File: config.mk
export PLATFORM = sky130hd
export DESIGN_NAME = vram_slot_sched
export DESIGN_NICKNAME = d
export VERILOG_FILES = /design/src/rtl/vram_slot_sched.sv
export SDC_FILE = /design/constraint.sdc
export NUM_CORES = 1
export LEC_CHECK = 0
export ABC_AREA = 1
export CAP_MARGIN = 20
export CORE_UTILIZATION = 40
export DETAILED_ROUTE_END_ITERATION = 6
export HOLD_SLACK_MARGIN = 0.08
export PLACE_DENSITY = 0.76
export SLEW_MARGIN = 10
export SYNTH_ARGS = -nofsm -noshare
export SYNTH_HDL_FRONTEND = slang
export SYNTH_SLANG_ARGS = --single-unit
export TNS_END_PERCENT = 50
File: constraint.sdc
create_clock -name CLK_24M -period 1.68 [get_ports CLK_24M]
set_clock_uncertainty 0.1 [all_clocks]
set_input_delay 0.252 -clock CLK_24M [delete_from_list [all_inputs] [get_ports CLK_24M]]
set_output_delay 0.252 -clock CLK_24M [all_outputs]
set_load 0.03 [all_outputs]
File: src/rtl/vram_slot_sched.sv
// Slot scheduler for the slow VRAM port: a repeating slot map shares SRAM
// bandwidth between NCH read-only video channels and one CPU read/write channel.
module vram_slot_sched #(
  parameter int unsigned ADDR_W    = 15,
  parameter int unsigned DATA_W    = 16,
  parameter int unsigned NCH       = 3,
  parameter int unsigned SLOT_CLKS = 4,
  parameter int unsigned NSLOT     = 8,
  parameter logic [NSLOT*$clog2(NCH+1)-1:0] SLOT_MAP = 16'hE4E4
) (
  input  logic                      CLK_24M,
  input  logic                      RESETP,
  input  logic [NCH*ADDR_W-1:0]     CH_ADDR,
  output logic [NCH*DATA_W-1:0]     CH_DATA,
  output logic [NCH-1:0]            CH_VALID,
  input  logic                      CPU_REQ,
  input  logic                      CPU_WR,
  input  logic [ADDR_W-1:0]         CPU_ADDR,
  input  logic [DATA_W-1:0]         CPU_WDATA,
  output logic                      CPU_ACK,
  output logic [DATA_W-1:0]         CPU_RDATA,
  output logic [ADDR_W-1:0]         SVRAM_ADDR,
  input  logic [DATA_W-1:0]         SVRAM_DATA_IN,
  output logic [DATA_W-1:0]         SVRAM_DATA_OUT,
  output logic                      nOE,
  output logic                      nWE,
  output logic [$clog2(NSLOT)-1:0]  SLOT_IDX,
  output logic [$clog2(SLOT_CLKS)-1:0] SLOT_PHASE
);

  localparam int unsigned SELW = $clog2(NCH + 1);
  localparam int unsigned IDXW = $clog2(NSLOT);
  localparam int unsigned PHW  = $clog2(SLOT_CLKS);

  logic [PHW-1:0]        phase_q, phase_d;
  logic [IDXW-1:0]       slot_q, slot_d, nidx;
  logic [ADDR_W-1:0]     addr_q, addr_d;
  logic [DATA_W-1:0]     dout_q, dout_d;
  logic                  noe_q, noe_d, nwe_q, nwe_d;
  logic                  armed_q, armed_d, wslot_q, wslot_d;
  logic [SELW-1:0]       owner_q, owner_d, ncode;
  logic [NCH*DATA_W-1:0] chdata_q, chdata_d;
  logic [NCH-1:0]        chvalid_q, chvalid_d;
  logic                  ack_q, ack_d;
  logic [DATA_W-1:0]     rdata_q, rdata_d;
  logic                  pend_q, pend_d, pwr_q, pwr_d;
  logic [ADDR_W-1:0]     paddr_q, paddr_d;
  logic [DATA_W-1:0]     pwdata_q, pwdata_d;
  logic                  slot_end, cpu_done;

  always_comb begin
    phase_d   = phase_q;
    slot_d    = slot_q;
    addr_d    = addr_q;
    dout_d    = dout_q;
    noe_d     = noe_q;
    nwe_d     = 1'b1;
    armed_d   = armed_q;
    wslot_d   = wslot_q;
    owner_d   = owner_q;
    chdata_d  = chdata_q;
    chvalid_d = '0;
    ack_d     = 1'b0;
    rdata_d   = rdata_q;
    pend_d    = pend_q;
    pwr_d     = pwr_q;
    paddr_d   = paddr_q;
    pwdata_d  = pwdata_q;
    cpu_done  = 1'b0;

    slot_end = (phase_q == PHW'(SLOT_CLKS - 1));
    nidx     = (slot_q == IDXW'(NSLOT - 1)) ? '0 : slot_q + 1'b1;
    ncode    = SLOT_MAP[int'(nidx) * int'(SELW) +: SELW];
    phase_d  = slot_end ? '0 : phase_q + 1'b1;

    if (CPU_REQ && !pend_q && !ack_q) begin
      pend_d   = 1'b1;
      pwr_d    = CPU_WR;
      paddr_d  = CPU_ADDR;
      pwdata_d = CPU_WDATA;
    end

    if (slot_end) begin
      slot_d = nidx;
      if (armed_q) begin
        if (owner_q == SELW'(NCH)) begin
          cpu_done = 1'b1;
          ack_d    = 1'b1;
          pend_d   = 1'b0;
          if (!wslot_q) rdata_d = SVRAM_DATA_IN;
        end else begin
          for (int unsigned k = 0; k < NCH; k++) begin
            if (owner_q == SELW'(k)) begin
              chdata_d[k*DATA_W +: DATA_W] = SVRAM_DATA_IN;
              chvalid_d[k] = 1'b1;
            end
          end
        end
      end

      armed_d = 1'b0;
      wslot_d = 1'b0;
      owner_d = ncode;
      addr_d  = '0;
      noe_d   = 1'b1;
      // A transaction finishing on this edge must not re-arm an adjacent CPU slot.
      if (ncode == SELW'(NCH)) begin
        if (pend_q && !cpu_done) begin
          armed_d = 1'b1;
          addr_d  = paddr_q;
          wslot_d = pwr_q;
          noe_d   = pwr_q;
          if (pwr_q) dout_d = pwdata_q;
        end
      end else begin
        for (int unsigned k = 0; k < NCH; k++) begin
          if (ncode == SELW'(k)) begin
            armed_d = 1'b1;
            addr_d  = CH_ADDR[k*ADDR_W +: ADDR_W];
            noe_d   = 1'b0;
          end
        end
      end
    end

    if (wslot_d && (phase_d != '0) && (phase_d <= PHW'(SLOT_CLKS - 2))) nwe_d = 1'b0;
  end

  always_ff @(posedge CLK_24M) begin
    if (RESETP) begin
      phase_q   <= '0;
      slot_q    <= '0;
      addr_q    <= '0;
      dout_q    <= '0;
      noe_q     <= 1'b1;
      nwe_q     <= 1'b1;
      armed_q   <= 1'b0;
      wslot_q   <= 1'b0;
      owner_q   <= '0;
      chdata_q  <= '0;
      chvalid_q <= '0;
      ack_q     <= 1'b0;
      rdata_q   <= '0;
      pend_q    <= 1'b0;
      pwr_q     <= 1'b0;
      paddr_q   <= '0;
      pwdata_q  <= '0;
    end else begin
      phase_q   <= phase_d;
      slot_q    <= slot_d;
      addr_q    <= addr_d;
      dout_q    <= dout_d;
      noe_q     <= noe_d;
      nwe_q     <= nwe_d;
      armed_q   <= armed_d;
      wslot_q   <= wslot_d;
      owner_q   <= owner_d;
      chdata_q  <= chdata_d;
      chvalid_q <= chvalid_d;
      ack_q     <= ack_d;
      rdata_q   <= rdata_d;
      pend_q    <= pend_d;
      pwr_q     <= pwr_d;
      paddr_q   <= paddr_d;
      pwdata_q  <= pwdata_d;
    end
  end

  assign CH_DATA        = chdata_q;
  assign CH_VALID       = chvalid_q;
  assign CPU_ACK        = ack_q;
  assign CPU_RDATA      = rdata_q;
  assign SVRAM_ADDR     = addr_q;
  assign SVRAM_DATA_OUT = dout_q;
  assign nOE            = noe_q;
  assign nWE            = nwe_q;
  assign SLOT_IDX       = slot_q;
  assign SLOT_PHASE     = phase_q;

endmodule

# [Word-level counts from Yosys, hierarchy flattened]
# Index checks and enable logic that the tools add are counted.
[classes] reduce_logical=18 n_mux=31 n_shift=1 add_sub_neg=2 bitwise=4 n_eq_ne=8 order_cmp=1
[op_table] operator="two-way mux 15 bit" n=5
[op_table] operator="two-way mux 1 bit" n=24
[op_table] operator="AND reduction 4 bit" n=5
[op_table] operator="indexed part select 16 x 5 -> 2 bit (first input constant)" n=1
[op_table] operator="== test 2 bit (second input constant)" n=5
[op_table] operator="logical AND 1 bit" n=5
[op_table] operator="== test 2 x 1 -> 1 bit (second input constant)" n=2
[op_table] operator="logical NOT 2 bit" n=2
[op_table] operator="NOT 1 bit" n=4
[op_table] operator="OR reduction 4 bit" n=1
[op_table] operator="adder 3 x 1 -> 3 bit (second input constant)" n=1
[op_table] operator="== test 3 bit (second input constant)" n=1
[op_table] operator="logical NOT 1 bit" n=3
[op_table] operator="two-way mux 3 bit" n=1
[op_table] operator="adder 2 x 1 -> 2 bit (second input constant)" n=1
[op_table] operator="less-or-equal comparator 2 bit (second input constant)" n=1
[op_table] operator="two-way mux 2 bit" n=1
[op_table] operator="nonzero test 2 bit" n=1
[op_table] operator="OR reduction 2 bit" n=1
[word_totals] regBits=143

# [Depth between registers and ports, before layout]
# Gate-level depths: netlist (run 1).
[depth] ltp_word=12 mapped_depth=11

# [Worst setup path after synthesis (run 1)]
# OpenSTA, ideal clock, no wires.
[synth_path] path_type="register to register" from="register, netlist name SLOT_IDX[0]" to="register rdata_q[2] (netlist: CPU_RDATA[2])" slack_ns=-0.134 path_stages_with_launch=9 t_arrival_ns=1.598 setup_time_ns=0.116 synth_period_minus_slack_ns=1.814 cell_sequence="dfxtp_1 > ha_1 > buf_2 > nand2_4 > nor2_4 > nand2_2 > buf_2 > o21ai_0 > nor2_1"
[synth_rtl] element="end signal: assignment" line_no="161" rtl="rdata_q <= rdata_d;"
[synth_rtl] element="end: declaration" line_no="45" rtl="logic [DATA_W-1:0] rdata_q, rdata_d;"

# [Worst setup path after layout (run 1)]
[layout_path] from="register slot_q[0] (netlist: SLOT_IDX[0])" to="register dout_q[8] (netlist: SVRAM_DATA_OUT[8])"
[layout_between] elab_chain_len=5 elab_cells_between_ends=6
[layout_rtl] element="start: declaration" line_no="36" rtl="logic [IDXW-1:0] slot_q, slot_d, nidx;"
[layout_rtl] element="start signal: assignment" line_no="150" rtl="slot_q <= slot_d;"
[layout_rtl] element="adder 3 x 1 -> 3 bit or == test 3 bit (tied branches)" line_no="72" rtl="nidx = (slot_q == IDXW'(NSLOT - 1)) ? '0 : slot_q + 1'b1;"
[layout_rtl] element="two-way mux 3 bit (*)" line_no="72"
[layout_rtl] element="indexed part select 16 x 5 -> 2 bit (*)" line_no="73" rtl="ncode = SLOT_MAP[int'(nidx) * int'(SELW) +: SELW];"
[layout_rtl] element="== test 2 bit (*)" line_no="107" rtl="if (ncode == SELW'(NCH)) begin"
[layout_rtl] element="AND reduction 4 bit (no line) (*)"
[layout_rtl] element="end signal: assignment" line_no="152" rtl="dout_q <= dout_d;"
[layout_rtl] element="end: declaration" line_no="38" rtl="logic [DATA_W-1:0] dout_q, dout_d;"
# Mark *: on every way between the ends. The rest lies on a longest branch, timed or not.
# A chain may end at the register's enable or synchronous reset.

==> flow_summary.json, run 1 <==
{
  "status": "finished, final reports clean",
  "hold_viol": 0,
  "internal_power_uw": 6260,
  "cts.sinks": 141,
  "worstHoldPathCells": 3,
  "yosys-top-cells-count": "242 x nor2_1, 141 x dfxtp_1, 133 x nand2_1, 107 x o21ai_0, 35 x a21oi_1",
  "wl_per_cell_um": 13.5,
  "dpl_worst_slack_ns": 0.0695,
  "final_util_pct": 60.7,
  "start_util_pct": 40.8,
  "yosysTopAreaCell": "dfxtp_1",
  "seq_area_frac_synth_pct": 50.0,
  "clk_path_buf_depth": 2,
  "synth_cells": 784,
  "async_flop_share_pct": 0,
  "postCtsSetupBuffers": 0,
  "switchingPower_uw": 1930,
  "dr_total_vias": 5504,
  "powerDensity_mw_per_mm2": 975,
  "antenna_found_initial": 0,
  "finalSetupViolCount": 0,
  "clkLatencyLatePin_ns": 0.41,
  "pin_count": 202,
  "synth.distinct_cells": 25,
  "synth.most_common_cell": "nor2_1",
  "core_area_mm2": 0.0138,
  "rsz0062_at_grt": "true",
  "p_sw_share_pct": 23.5,
  "start_kind": "flip-flop",
  "dieArea_mm2": 0.0146,
  "syn_area_per_cell_um2": 7.20,
  "reg2reg_slack_ns": 0.08,
  "synth_edf_count": 0,
  "hold_class": "input pin to flip-flop",
  "synth_nets": 887,
  "seqPwrFrac_pct": 42.6,
  "num_rows": 43,
  "r2r_cells": 10,
  "endpoint_kind": "flip-flop",
  "maxSlewHeadroom_pct": 72.2,
  "ys_warn_count": 0,
  "dr.pass1.iters": 4,
  "fin_cells": 1171,
  "netlist.area_leader.share_pct": 50.0,
  "die_width_um": 121,
  "wl_um": 15800,
  "cts_tree": "yes",
  "grt_pass1_wl_um": 25400,
  "min_period_ns": 1.60,
  "die_y_um": 121,
  "dp.cells": 1139,
  "ys.flop_type": "dfxtp_1",
  "place_hpwl_um": 11600,
  "slew_viol_final": 0,
  "pwr-share-clk_pct": 47.0,
  "htreeDepth": 4,
  "via_per_inst": 4.70,
  "crit_arrival_ns": 1.80,
  "netlist_area_mm2": 0.00564,
  "criticalPathCategory": "flip-flop to flip-flop",
  "grt-ovfl-total": 0,
  "diodes": 0,
  "peakVddDrop_mv": 0.751,
  "crit_fanout": 33,
  "syn2layout_area_growth_pct": 48.9,
  "clk_pin_slew_ns": 0.06,
  "first_iter_violations": 326,
  "power.leakage_uw": 0.00383,
  "rr_startpoint": "SLOT_IDX[0]",
  "drive_above_1_share_pct": 7.97,
  "drc": 0,
  "p_total_uw": 8190,
  "max_cap_viol_count": 0,
  "grt_max_degree": 51,
  "fin_ws_ns": 0.0800,
  "period_share_pct": 95.2,
  "cts.root.buffer_cell": "clkbuf_16",
  "worst_slew_pin_slew_ns": 0.417,
  "comb_power_share_pct": 10.3,
  "ys_ff_latch": 141,
  "critPathRequiredTime_ns": 1.88,
  "grt_pass1_vias": 5246,
  "place_congestion": 0.826,
  "groute.usage.overall_pct": 22.4,
  "finalSetupTns_ns": 0,
  "synthTopCellsByArea": "dfxtp_1 50%, nor2_1 16%, o21ai_0 9.5%",
  "nets": 1081,
  "cts_inserted_buffers": 17,
  "fmax_mhz": 625,
  "io_buffers": 201,
  "hp-start": "CPU_ADDR[7]",
  "rr_endpoint": "SVRAM_DATA_OUT[8]",
  "min_to": "paddr_q[7]",
  "ant_nets": 0
}
-- metal layers --
| layer | wire length [um] | part of all wire (%) | track usage, % | vias up |
|---|---|---|---|---|
| li1 | - | - | - | 2880 |
| met1 | 6770 | 43 | 26.4 | 2421 |
| met2 | 7630 | 48 | 38.5 | 184 |
| met3 | 1100 | 7.0 | 6.32 | 19 |
| met4 | 264 | 1.7 | 8.18 | 0 |
| met5 | 0 | 0 | 0 | - |
-- how the worst max path moves through the flow --
| stage | start | to | cells past startpoint |
|---|---|---|---|
| final | SLOT_IDX[0] | SVRAM_DATA_OUT[8] | 10 |
| after global routing | SLOT_IDX[0] | SVRAM_DATA_OUT[10] | 10 |
| after CTS | SLOT_PHASE[0] | CH_DATA[19] | 6 |
| after detailed placement | RESETP | CH_DATA[14] | 5 |
| after global placement | RESETP | SVRAM_ADDR[6] | 5 |
| after floorplan | SLOT_IDX[0] | CPU_RDATA[2] | 8 |
-- placed cells by master, fill, tap and decap left out, types with 6 or more instances in the layout --
cell	synthesis	layout
a21oi_1	35	35
buf_12	0	6
buf_4	6	17
clkbuf_16	0	17
clkdlybuf4s50_1	0	95
dfxtp_1	141	137
dlygate4sd2_1	0	106
inv_1	27	26
nand2_1	133	133
nand4_1	15	15
nor2_1	242	241
o21ai_0	107	107
-- registers in the layout, indices dropped and copies added (netlist names) --
register	flops
nOE	1
pwdata_q	16
CPU_ACK	1
CPU_RDATA	16
armed_q	1
pwr_q	1
SVRAM_DATA_OUT	16
SLOT_PHASE	2
SVRAM_ADDR	15
nWE	1
wslot_q	1
paddr_q	15
SLOT_IDX	3
pend_q	1
CH_VALID	3
CH_DATA	48
-- power groups by stage --
stage	Sequential [uW]	Combinational [uW]	Clock [uW]
floorplan	3630	358	0
global placement	3560	865	0
detailed placement	3560	871	0
CTS	3490	848	3920
global route	3500	933	4080
finish	3490	845	3850
-- critical path, stage by stage, from the launching register on --
cell and delay [ns]:
dfxtp_2 0.34, inv_1 0.08, ha_2 0.23, nand2_2 0.07, inv_1 0.07, nand2_1 0.10, nor2_4 0.12, buf_12 0.19
nand2_1 0.08, nand2_1 0.07, nor2_1 0.05
-- what timing repair did --
action                                  in CTS  in global routing
endpoints found under the setup margin     106                 46
hold buffers                                 0                  0
cloned                                       0                  0
resized for setup                          106                  7
-- through the flow --
stage	cell area (um^2)	hold WS, ns
CTS	8380	0.270
global route	8400	0.292
finish	8400	0.285
detailed placement	7900	0.328
floorplan	5650	0.287
global placement	7900	0.317
-- area by class of cell --
cell class | instances | area, um^2
Clock buffer | 19 | 453
Multi-Input combinational cell | 559 | 2460
Sequential cell | 141 | 2830
Fill cell | 1300 | 5430
Tap cell | 180 | 225
Inverter | 34 | 135
Timing Repair Buffer | 225 | 2140
Clock inverter | 13 | 163
-- cells by family (layout without fill, tap and decap cells) --
logic type | Yosys count | count (layout) | synth area share [%]
simple gates | 403 | 403 | 28.5
buf+inv | 84 | 291 | 6.56
flops | 141 | 141 | 50.0
fa+ha+maj | 7 | 7 | 1.55
compound gates | 149 | 149 | 13.3
No activity file was read; power rests on OpenSTA's default activity.
==> run 2: changes to the inputs <==
SETUP_SLACK_MARGIN = 0.15   (was not set)
==> run 2 against run 1 <==
Effect of this change: sequential share of layout area shrank 0.67 points; register-to-register slack improved by 0.06 ns; via count up 1.9%; global-route usage decreased by 0.11 points; worst hold slack improved by 0.012 ns; flip-flop and latch count is the same; wire length up 3.2%; critical endpoint is now SVRAM_DATA_OUT[9].
==> flow_summary.json, run 2 (same netlist as run 1, synthesis figures left out) <==
{
  "hold_viol": 0,
  "path_cells": "inv_4 -> ha_4 -> nand2_4 -> inv_4 -> nand2_4 -> nor2_4 -> clkbuf_16 -> nand2_2 -> nand2_1 -> nor2_1",
  "status": "finished, final reports clean",
  "maxSlewHeadroom_pct": 74.6,
  "place_congestion": 0.863,
  "cts.sinks": 141,
  "slew_viol_final": 0,
  "reg2reg_slack_ns": 0.14,
  "num_rows": 43,
  "clk_path_buf_depth": 2,
  "r2r_cells": 10,
  "place_hpwl_um": 11400,
  "peakVddDrop_mv": 0.691,
  "die_y_um": 121,
  "cpMaxStageDelayCell": "dfxtp_4",
  "max_cap_viol_count": 0,
  "hold_ws_ns": 0.296,
  "largest_reg_flops": 48,
  "hold_buffers": 0,
  "powerDensity_mw_per_mm2": 953,
  "pin_count": 202,
  "clk_pin_slew_ns": 0.06,
  "cp_top_family": "simple AND/OR/NAND/NOR gates",
  "drc": 0,
  "drive_above_1_share_pct": 11.0,
  "rr_startpoint": "SLOT_IDX[0]",
  "power.leakage_uw": 0.00384,
  "antenna_found_initial": 0,
  "fmax_mhz": 648,
  "cts_inserted_buffers": 17,
  "dr.pass1.iters": 5,
  "worst_slew_pin_slew_ns": 0.383,
  "hold_class": "input pin to flip-flop",
  "min_period_ns": 1.54,
  "criticalPathCategory": "flip-flop to flip-flop",
  "crit_arrival_ns": 1.75,
  "grt_pass1_vias": 5210,
  "grt_pass1_wl_um": 25600,
  "final_util_pct": 62.2,
  "path_buf_inv": 3,
  "critPathMaxStageDelay_ns": 0.38,
  "via_per_inst": 4.77,
  "cts.root.buffer_cell": "clkbuf_16",
  "endpoint_kind": "flip-flop",
  "diodes": 0,
  "dr_total_vias": 5608,
  "finalSetupViolCount": 0,
  "worstSetupPathDepth": 10,
  "crit_start": "SLOT_IDX[0]",
  "critPathRequiredTime_ns": 1.88,
  "grt_max_degree": 66,
  "wl_um": 16300,
  "cts_tree": "yes",
  "crit_fanout": 8,
  "die_width_um": 121,
  "crit_path_end": "SVRAM_DATA_OUT[9]",
  "htreeDepth": 4,
  "mostFrequentLayoutCells": "242 x nor2_1, 137 x dfxtp_1, 123 x nand2_1",
  "rsz0062_at_grt": "true",
  "clkLatencyLatePin_ns": 0.41,
  "wl_per_cell_um": 13.9,
  "ant_nets": 0,
  "layout_commonest_cell": "nor2_1",
  "grt-ovfl-total": 0,
  "fin_cells": 1175,
  "groute.usage.overall_pct": 22.2,
  "start_util_pct": 40.8,
  "nets": 1085,
  "core_area_mm2": 0.0138,
  "io_buffers": 201,
  "rr_endpoint": "SVRAM_DATA_OUT[9]",
  "start_kind": "flip-flop",
  "period_share_pct": 91.9,
  "dieArea_mm2": 0.0146,
  "syn2layout_area_growth_pct": 52.4,
  "dp.cells": 1138,
  "p_total_uw": 8190,
  "first_iter_violations": 267
}
## run 2: final cells by class
cell class              instances  area [um^2]
fillers                      1267         5230
flip-flops and latches        141         2840
multi-input cells             559         2540
repair buffers                229         2230
clock buffers                  18          439
well taps                     180          225
clock inverters                14          166
inverters                      34          156
## run 2: power by group
| group | switching, uW | internal, uW | total [uW] |
|---|---|---|---|
| sequential | 54.1 | 3440 | 3500 |
| combinational | 460 | 415 | 875 |
| clock | 1450 | 2370 | 3820 |
## run 2: worst register-to-register path: stages, from the launching register on
cell and delay, ns:
dfxtp_4 0.38, inv_4 0.08, ha_4 0.17, nand2_4 0.06, inv_4 0.06, nand2_4 0.05, nor2_4 0.20, clkbuf_16 0.21
nand2_2 0.05, nand2_1 0.05, nor2_1 0.04
## run 2: worst min path at each step
| stage | slack, ns | startpoint | depth (start not counted) | end |
|---|---|---|---|---|
| 2_1_floorplan | 0.29 | SVRAM_DATA_IN[0] | 2 | CH_DATA[32] |
| 3_3_place_gp | 0.31 | SLOT_PHASE[0] | 1 | SLOT_PHASE[0] |
| 3_5_place_dp | 0.32 | SLOT_PHASE[0] | 1 | SLOT_PHASE[0] |
| 4_1_cts | 0.28 | CPU_ADDR[4] | 3 | paddr_q[4] |
| 5_1_grt | 0.29 | CPU_ADDR[9] | 3 | paddr_q[9] |
| 6_report | 0.30 | CPU_ADDR[4] | 3 | paddr_q[4] |
## run 2: stage by stage
step                      setup WS, ns  instance area, um^2  TNS, ns
after CTS                        0.133                 8470        0
after detailed placement       -0.0150                 7930  -0.0210
after floorplan                  0.134                 5710        0
final                            0.136                 8600        0
after global placement          0.0607                 7930        0
after global routing            0.0818                 8600        0
## run 2: routing by layer
layer	GRT usage [%]	vias up	share of wire, %
met3	6.93	22	7.2
met1	26.2	2503	42
met4	7.56	0	1.7
met5	0	-	0
li1	-	2892	-
met2	38.1	191	49
## run 2: what timing repair did
| action | 4_1_cts | 5_1_grt |
|---|---|---|
| cloned | 0 | 3 |
| endpoints found under the setup margin | 199 | 131 |
| hold endpoints to repair | 0 | 0 |
| setup buffers | 0 | 2 |
| pin swaps | 0 | 4 |
| resized for setup | 138 | 37 |
==> run 3: changes to the inputs <==
MAX_ROUTING_LAYER = met4   (was not set)
PLACE_DENSITY = not set   (was 0.76)
PLACE_DENSITY_LB_ADDON = 0.12   (was not set)
==> run 3 against run 2 <==
Effect of this change: critical path depth is 1 lower; worst hold slack worse by 0.012 ns; clock-buffer cell count increased by 2; clock power is 1% lower; critical endpoint is now SVRAM_DATA_OUT[6]; non-clock buffer count rose by 14; critical path type unchanged; flip-flop and latch count unchanged; highest routed layer unchanged.
==> flow_summary.json, run 3 (same netlist as run 1, synthesis figures left out) <==
{
  "clkLatencyLatePin_ns": 0.42,
  "diodes": 0,
  "hold_buffers": 0,
  "drc": 0,
  "drive_above_1_share_pct": 12.0,
  "powerDensity_mw_per_mm2": 920,
  "fmax_mhz": 629,
  "wl_um": 16700,
  "nFillCells": 1250,
  "clk_path_buf_depth": 2,
  "slew_viol_final": 0,
  "mostFrequentLayoutCells": "240 x nor2_1, 137 x dfxtp_1, 127 x nand2_1",
  "status": "finished, final reports clean",
  "antenna_found_initial": 0,
  "htreeDepth": 4,
  "hold_class": "input pin to flip-flop",
  "max_cap_viol_count": 0,
  "rsz0062_at_grt": "true",
  "first_iter_violations": 309,
  "layout_commonest_cell": "nor2_1",
  "min_period_ns": 1.59,
  "die_y_um": 121,
  "fin_cells": 1188,
  "wl_per_cell_um": 14.1,
  "power.leakage_uw": 0.00394,
  "io_buffers": 201,
  "rr_endpoint": "SVRAM_DATA_OUT[6]",
  "grt_pass1_vias": 5070,
  "largest_reg_flops": 48,
  "multi_input_area_mm2": 0.00258,
  "cts_inserted_buffers": 17,
  "maxSlewHeadroom_pct": 76.1,
  "cts.root.buffer_cell": "clkbuf_16",
  "crit_fanout": 16,
  "dr_total_vias": 5673,
  "clk_pin_slew_ns": 0.06,
  "hold_viol": 0,
  "r2r_cells": 9,
  "min_to": "paddr_q[8]",
  "dieArea_mm2": 0.0146,
  "grt-ovfl-total": 0,
  "place_congestion": 0.840,
  "grt_pass1_wl_um": 24800,
  "rr_startpoint": "SLOT_IDX[0]",
  "criticalPathCategory": "flip-flop to flip-flop",
  "cts.sinks": 141,
  "nets": 1099,
  "start_kind": "flip-flop",
  "place_hpwl_um": 10800,
  "reg2reg_slack_ns": 0.09,
  "dr.pass1.iters": 4,
  "place_area_mm2": 0.00793,
  "path_cells": "inv_4 -> ha_4 -> nand2_4 -> inv_4 -> nand2_4 -> nor2_4 -> clkbuf_16 -> nor2_1 -> nor2_1",
  "groute.usage.overall_pct": 22.6,
  "seq_area_mm2": 0.00284,
  "start_util_pct": 40.8,
  "ant_nets": 0,
  "finalSetupViolCount": 0,
  "period_share_pct": 94.6,
  "via_per_inst": 4.78,
  "core_area_mm2": 0.0138,
  "dp.cells": 1138,
  "pin_count": 202,
  "critPathMaxStageDelay_ns": 0.38,
  "critPathRequiredTime_ns": 1.93,
  "endpoint_kind": "flip-flop",
  "cts_tree": "yes",
  "hp-start": "CPU_ADDR[8]",
  "design_area_mm2": 0.00890,
  "worstHoldPathCells": 3,
  "peakVddDrop_mv": 0.724,
  "grt_max_degree": 43,
  "crit_start": "SLOT_IDX[0]",
  "syn2layout_area_growth_pct": 57.8,
  "crit_arrival_ns": 1.84,
  "num_rows": 43,
  "finalSetupTns_ns": 0,
  "worst_slew_pin_slew_ns": 0.361,
  "cpMaxStageDelayCell": "dfxtp_4",
  "die_width_um": 121
}
[run 3: cell type report]
cell class	instances	area share (%)
repair buffers	243	28.1
well taps	180	2.53
multi-input cells	559	29.0
clock buffers	20	5.02
clock inverters	11	1.59
flip-flops and latches	141	31.9
inverters	34	1.88
[run 3: worst max path at each step]
stage / endpoint / slack, ns / cells after the start
final: SVRAM_DATA_OUT[6] / 0.09 / 9
after global routing: SVRAM_DATA_OUT[6] / 0.03 / 9
after CTS: CH_DATA[23] / 0.03 / 6
after detailed placement: CH_DATA[24] / 0.01 / 5
after global placement: CH_DATA[18] / 0.02 / 5
after floorplan: SVRAM_DATA_OUT[12] / 0.13 / 11
[run 3: per-stage QoR]
stage	utilization [%]	total power, uW	hold WS, ns	worst slack, ns
after floorplan	-	3990	0.287	0.134
after global placement	57.4	4420	0.317	0.0185
after detailed placement	57.4	4430	0.324	0.00955
after CTS	61.1	8160	0.269	0.0292
after global routing	64.4	8500	0.298	0.0290
final	64.4	8200	0.284	0.0905
[run 3: worst max-delay path, delay by kind of cell, from the launching register on]
kind | cells | cell delay [ns]
fa+ha+maj | 1 | 0.15
flops | 1 | 0.38
simple gates | 5 | 0.50
buf+inv | 3 | 0.37
[run 3: timing repair]
item,4_1_cts,5_1_grt
pin swaps,1,23
gates cloned,0,10
buffers inserted,0,9
setup endpoints to repair,191,165
resized for setup,144,67
[run 3: per-layer routing]
layer / up-vias / share of wire [%] / GRT usage [%]
li1: 2923 / - / -
met1: 2566 / 44 / 26.7
met2: 162 / 49 / 37.9
met3: 22 / 5.5 / 5.19
met4: 0 / 1.4 / 7.18
met5: - / 0 / -
[run 3: report_power, final]
part	internal (uW)	total (uW)	switching, uW
Sequential	3440	3500	57.8
Clock	2360	3770	1410
Combinational	452	927	475
Total	6250	8200	1940
